<file path="src/rtl/alpha_fetch_sequencer.sv">
// alpha_fetch_sequencer
//   Raster timing and character fetch for the alphanumeric renderer. Each
//   character byte is fetched from video RAM one cell ahead. The renderer
//   gets char_code/inv/row plus a one-clock load strobe for each 8-pixel cell.
//
// Ports
//   clk, reset_n   system clock, synchronous active-low reset
//   pix_en         one-clock strobe per pixel period; raster counters advance on it
//   base_addr      start of the text page, sampled when a fetch is issued
//   vram_req/addr  fetch request and address toward the VRAM arbiter
//   vram_ack/data  one-clock acknowledge; data is valid in the same clock
//   char_code/inv  character and inverse flag for the cell being loaded
//   row            scanline within the character row (0..11)
//   load           one-clock strobe: renderer takes char_code/inv/row
//   active         visible area (h_cnt < 256 and v_cnt < 192)
//   hsync, vsync   active-high sync pulses
//   underrun       one-clock pulse: a cell was loaded without fresh data
//
// Handshake: vram_req is a valid that stays high, with vram_addr stable,
// until the clock in which vram_ack is high. That clock completes the
// transfer. An ack while vram_req is low is ignored.
module alpha_fetch_sequencer #(
    parameter int ADDR_W   = 13,
    parameter int H_TOTAL  = 320,
    parameter int V_TOTAL  = 262,
    parameter int HS_START = 280,
    parameter int HS_LEN   = 24,
    parameter int VS_START = 225,
    parameter int VS_LEN   = 3
) (
    input  logic              clk,
    input  logic              reset_n,
    input  logic              pix_en,
    input  logic [ADDR_W-1:0] base_addr,
    output logic              vram_req,
    output logic [ADDR_W-1:0] vram_addr,
    input  logic              vram_ack,
    input  logic [7:0]        vram_data,
    output logic [4:0]        char_code,
    output logic              inv,
    output logic [3:0]        row,
    output logic              load,
    output logic              active,
    output logic              hsync,
    output logic              vsync,
    output logic              underrun
);

    localparam logic [8:0] H_LAST     = 9'(H_TOTAL - 1);
    localparam logic [8:0] V_LAST     = 9'(V_TOTAL - 1);
    localparam logic [8:0] H_PREFETCH = 9'(H_TOTAL - 8);
    localparam logic [8:0] H_ACTIVE   = 9'd256;
    localparam logic [8:0] V_ACTIVE   = 9'd192;
    localparam logic [8:0] HS_S       = 9'(HS_START);
    localparam logic [8:0] HS_E       = 9'(HS_START + HS_LEN);
    localparam logic [8:0] VS_S       = 9'(VS_START);
    localparam logic [8:0] VS_E       = 9'(VS_START + VS_LEN);

    typedef enum logic {FETCH_IDLE, FETCH_WAIT} fetch_state_t;

    fetch_state_t fetch_state;

    logic [8:0] h_cnt, v_cnt;
    logic [3:0] line_in_row;
    logic [4:0] char_row;        // counts past 15 during vertical blanking

    logic [4:0] req_tag;         // target cell of the outstanding fetch
    logic       next_buf_valid;
    logic [4:0] next_buf_code;
    logic       next_buf_inv;
    logic [4:0] next_buf_tag;

    logic [8:0] h_nx, v_nx;
    logic       boundary, cell_active, load_now;
    logic [4:0] col;
    logic [8:0] v_next_line;
    logic [4:0] next_char_row;
    logic       issue_same, issue_next, issue;
    logic [4:0] tgt_col, tgt_row;
    logic       ack_hit, bypass, buf_hit, fresh;

    logic unused_data_bits;
    assign unused_data_bits = vram_data[7] ^ vram_data[5];

    assign vram_req = (fetch_state == FETCH_WAIT);

    always_comb begin
        h_nx = h_cnt;
        v_nx = v_cnt;
        if (pix_en) begin
            if (h_cnt == H_LAST) begin
                h_nx = 9'd0;
                v_nx = (v_cnt == V_LAST) ? 9'd0 : v_cnt + 9'd1;
            end else begin
                h_nx = h_cnt + 9'd1;
            end
        end
    end

    assign boundary    = pix_en && (h_cnt[2:0] == 3'd0);
    assign cell_active = (v_cnt < V_ACTIVE) && (h_cnt < H_ACTIVE);
    assign load_now    = boundary && cell_active;
    assign col         = h_cnt[7:3];

    // Character row of the following line, used by the end-of-line prefetch.
    assign v_next_line   = (v_cnt == V_LAST) ? 9'd0 : v_cnt + 9'd1;
    assign next_char_row = (v_cnt == V_LAST)       ? 5'd0 :
                           (line_in_row == 4'd11) ? char_row + 5'd1 : char_row;

    // A fetch completing in this clock frees the slot, so a new fetch can
    // issue in the same clock.
    assign issue_same = load_now && (col != 5'd31);
    assign issue_next = boundary && (h_cnt == H_PREFETCH) && (v_next_line < V_ACTIVE);
    assign ack_hit    = vram_req && vram_ack;
    assign issue      = (issue_same || issue_next) && (!vram_req || vram_ack);
    assign tgt_col    = issue_next ? 5'd0 : col + 5'd1;
    assign tgt_row    = issue_next ? next_char_row : char_row;

    // Data is used only by the cell it was fetched for. An ack arriving on the
    // load boundary itself is forwarded straight to the outputs.
    assign bypass  = ack_hit && (req_tag == col);
    assign buf_hit = next_buf_valid && (next_buf_tag == col);
    assign fresh   = bypass || buf_hit;

    always_ff @(posedge clk) begin
        if (!reset_n) begin
            h_cnt          <= '0;
            v_cnt          <= '0;
            line_in_row    <= '0;
            char_row       <= '0;
            fetch_state    <= FETCH_IDLE;
            vram_addr      <= '0;
            req_tag        <= '0;
            next_buf_valid <= 1'b0;
            next_buf_code  <= '0;
            next_buf_inv   <= 1'b0;
            next_buf_tag   <= '0;
            char_code      <= '0;
            inv            <= 1'b0;
            row            <= '0;
            load           <= 1'b0;
            underrun       <= 1'b0;
            active         <= 1'b0;
            hsync          <= 1'b0;
            vsync          <= 1'b0;
        end else begin
            load     <= 1'b0;
            underrun <= 1'b0;

            if (pix_en) begin
                h_cnt  <= h_nx;
                v_cnt  <= v_nx;
                active <= (h_nx < H_ACTIVE) && (v_nx < V_ACTIVE);
                hsync  <= (h_nx >= HS_S) && (h_nx < HS_E);
                vsync  <= (v_nx >= VS_S) && (v_nx < VS_E);
                if (h_cnt == H_LAST) begin
                    if (v_cnt == V_LAST) begin
                        line_in_row <= '0;
                        char_row    <= '0;
                    end else if (line_in_row == 4'd11) begin
                        line_in_row <= '0;
                        char_row    <= char_row + 5'd1;
                    end else begin
                        line_in_row <= line_in_row + 4'd1;
                    end
                end
            end

            if (issue) begin
                fetch_state <= FETCH_WAIT;
                vram_addr   <= base_addr + ADDR_W'({tgt_row, tgt_col});
                req_tag     <= tgt_col;
            end else if (ack_hit) begin
                fetch_state <= FETCH_IDLE;
            end

            // Every load consumes the buffer. Data with a stale tag is dropped.
            if (ack_hit && !(load_now && bypass)) begin
                next_buf_valid <= 1'b1;
                next_buf_code  <= vram_data[4:0];
                next_buf_inv   <= vram_data[6];
                next_buf_tag   <= req_tag;
            end else if (load_now) begin
                next_buf_valid <= 1'b0;
            end

            if (load_now) begin
                load <= 1'b1;
                row  <= line_in_row;
                if (bypass) begin
                    char_code <= vram_data[4:0];
                    inv       <= vram_data[6];
                end else if (buf_hit) begin
                    char_code <= next_buf_code;
                    inv       <= next_buf_inv;
                end else begin
                    underrun <= 1'b1;
                end
            end
        end
    end

endmodule
</file>
<file path="config.mk">
export PLATFORM = sky130hd
export DESIGN_NAME = alpha_fetch_sequencer
export DESIGN_NICKNAME = d
export VERILOG_FILES = /design/src/rtl/alpha_fetch_sequencer.sv
export SDC_FILE = /design/constraint.sdc
export NUM_CORES = 1
export LEC_CHECK = 0
export ABC_AREA = 1
export CORE_MARGIN = 8
export CORE_UTILIZATION = 60
export DETAILED_ROUTE_END_ITERATION = 16
export PLACE_DENSITY = 0.85
export SYNTH_ARGS = -nofsm -noshare
export SYNTH_HDL_FRONTEND = slang
export SYNTH_SLANG_ARGS = --single-unit
</file>
<file path="constraint.sdc">
create_clock -name clk -period 6.4 [get_ports clk]
set_clock_uncertainty 0.1 [all_clocks]
set_input_delay 1.28 -clock clk [delete_from_list [all_inputs] [get_ports clk]]
set_output_delay 1.28 -clock clk [all_outputs]
set_load 0.02 [all_outputs]
</file>
==> out/results.ini <==
[pwr]
p_leak_nw=2.26
internal_power_uw=728
switching_share_pct=28.9
p_sw_uw=295
p_seq_share_pct=48.0
comb_power_share_pct=15.8
ir_drop_uv=136
power.density_nw_per_um2=204
p_clk_share_pct=36.3

[drt]
wire_per_inst_um=13.0
ant_nets=0
drc=0
drt_first_pass_iters=5
viasPerCell=5.29
routed_wl_um=10300
drtIter0Drc=245
vias=4191

[cts]
root_buffer=clkbuf_8
cts_tree=built
post_cts_buffers=0
clkSinkCount=73
cts_max_level=3
cts_resized=0
cts-buffers-inserted=9
clk_path_buf_depth=2
clkLatencyLatePin_ns=0.36
ctsHoldBuffers=0
clkTransAtPathRegs_ns=0.08

[yosys]
synth_seq_area_share_pct=34.0
synth_top_flop_cell=dfxtp_1
synthTopCellsByCount=nand2_1 (155), nor2_1 (81), inv_1 (77)
yosysTopAreaCellShare_pct=34.0
synth_edf_count=0
yosys_warnings=0
synth_area_leaders=dfxtp_1 (34%), nand2_1 (14%), nor2_1 (7.1%), inv_1 (6.7%), nand3_1 (5.9%)
syn_inst=645
syn_nets=689
synth.most_common_cell=nand2_1
yosysTopAreaCell=dfxtp_1
syn_area_per_cell_um2=6.66
ys_ff_latch=73
synthArstFlopShare_pct=0
yosysUniqueCellTypes=39
syn_area_um2=4290

[worst_setup_path]
required_ns=6.56
endpoint_kind=flip-flop
cp_max_fo=13
critPathArrivalTime_ns=4.47
crit_type=in -> reg
cp-start-kind=input port

[sta]
worstMarginPinSlew_ns=1.20
post-route-period-util_pct=67.4
slew_headroom_pct=19.5
setup_viol=0
fin_crit_ns=4.31
holdWs_ns=0.347
fmax_mhz=232
hold_viol=0
tns_ns=0
slew_violations=0
rsz0062_at_grt=no

[global_route]
grt_max_degree=50
globalRouteTotalUtil_pct=21.3
grt_pass1_wl_um=17600
grt_pass1_vias=3953
antenna_found_initial=0
grt_overflow=0

[die]
die-area_um2=10100
rows=31
core_um2=7100
start_util_pct=60.5
fp.dieW_um=101
ios=54
fp.dieH_um=101

[job]
cap_violations=0

[final_layout]
fillerInstances=634
final_cells=792
n_antenna_cell=0
seq_area_um2=1460
multiInputGateArea_um2=2410
drive_gt1_share_pct=6.64
fin_util_pct=70.7
syn2layout_area_growth_pct=16.8
num-nets-final=732

[status]
status=finished, final reports clean

[placement]
io_buffers=51
hpwl_um=7580
place.gp.congestion=0.936
dp.cells=776

[hold_path]
hold_path_class=reg -> reg

==> power by group through the flow <==
stage	registers [mW]	logic, mW	clock network [mW]
4_1_cts	0.491	0.162	0.373
5_1_grt	0.494	0.178	0.396
2_1_floorplan	0.516	0.0876	0
3_5_place_dp	0.501	0.161	0
3_3_place_gp	0.500	0.157	0
6_report	0.491	0.161	0.371
==> metrics by stage <==
step | cell area [um^2] | worst slack (ns) | power (mW)
2_1_floorplan | 4290 | 3.19 | 0.604
3_3_place_gp | 4820 | 1.88 | 0.657
3_5_place_dp | 4820 | 1.78 | 0.662
4_1_cts | 5020 | 2.13 | 1.03
5_1_grt | 5020 | 1.80 | 1.07
6_report | 5020 | 2.09 | 1.02
==> cells in the final DEF, fill, tap and decap left out, types with 4 or more instances in the layout <==
cell type,count
nand2_1,155
nand4_1,7
inv_2,5
nor3_1,7
o22ai_1,10
o21ai_0,45
nand3_1,51
nor2_2,4
dfxtp_1,73
clkdlybuf4s50_1,51
inv_1,77
nor2_1,81
ha_1,18
nand3_2,4
a21oi_1,42
a21oi_2,10
clkbuf_8,9
xor2_1,12
==> area by class of cell <==
cell class,instances,share of cell area (%)
well taps,99,2.47
inverters,83,6.21
clock buffers,10,2.54
repair buffers,52,10.3
clock inverters,6,1.35
multi-input cells,469,48.0
flip-flops and latches,73,29.1
==> flip-flops by register name (all words and copies together) (netlist names) <==
signal          flops
char_code           5
req_tag             5
active              1
char_row            5
next_buf_code       5
h_cnt               9
hsync               1
vsync               1
next_buf_valid      1
v_cnt               9
row                 4
vram_req            1
next_buf_inv        1
load                1
underrun            1
inv                 1
line_in_row         4
next_buf_tag        5
vram_addr          13
==> path summary, 6_finish.rpt <==
kind                  end          from  depth (start not counted)  slack (ns)
min          next_buf_inv  next_buf_inv                          2        0.35
max reg2reg  vram_addr[8]      v_cnt[0]                         17        2.87
max          vram_addr[8]        pix_en                         15        2.09
min reg2reg  next_buf_inv  next_buf_inv                          2        0.35
==> cells by family after synthesis <==
family	synth area share [%]
adder cells (fa/ha/maj)	5.71
AO/OA/AOI/OAI	15.7
AND/OR/NAND/NOR	31.6
XOR/XNOR	3.06
flip-flops	34.0
buffers and inverters	9.91
==> routing by layer <==
layer / GRT usage, % / up-vias / routed length, um
met5: 0 / - / 0
met4: 9.53 / 0 / 210
met3: 3.87 / 18 / 444
met2: 35.3 / 101 / 4900
met1: 26.2 / 1905 / 4770
li1: - / 2167 / -
==> critical path, stage by stage <==
cell             delay, ns
clkdlybuf4s50_1       0.65
nand3_2               0.19
nor3_1                0.20
nand3_1               0.36
nand2_1               0.23
inv_1                 0.10
fa_1                  0.45
nand3_1               0.11
nand3_1               0.13
nand2_1               0.10
nand3_1               0.13
xor2_1                0.28
nand3_1               0.11
nand2_1               0.10
nor2_1                0.04
Power figures use the tool's default switching activity.
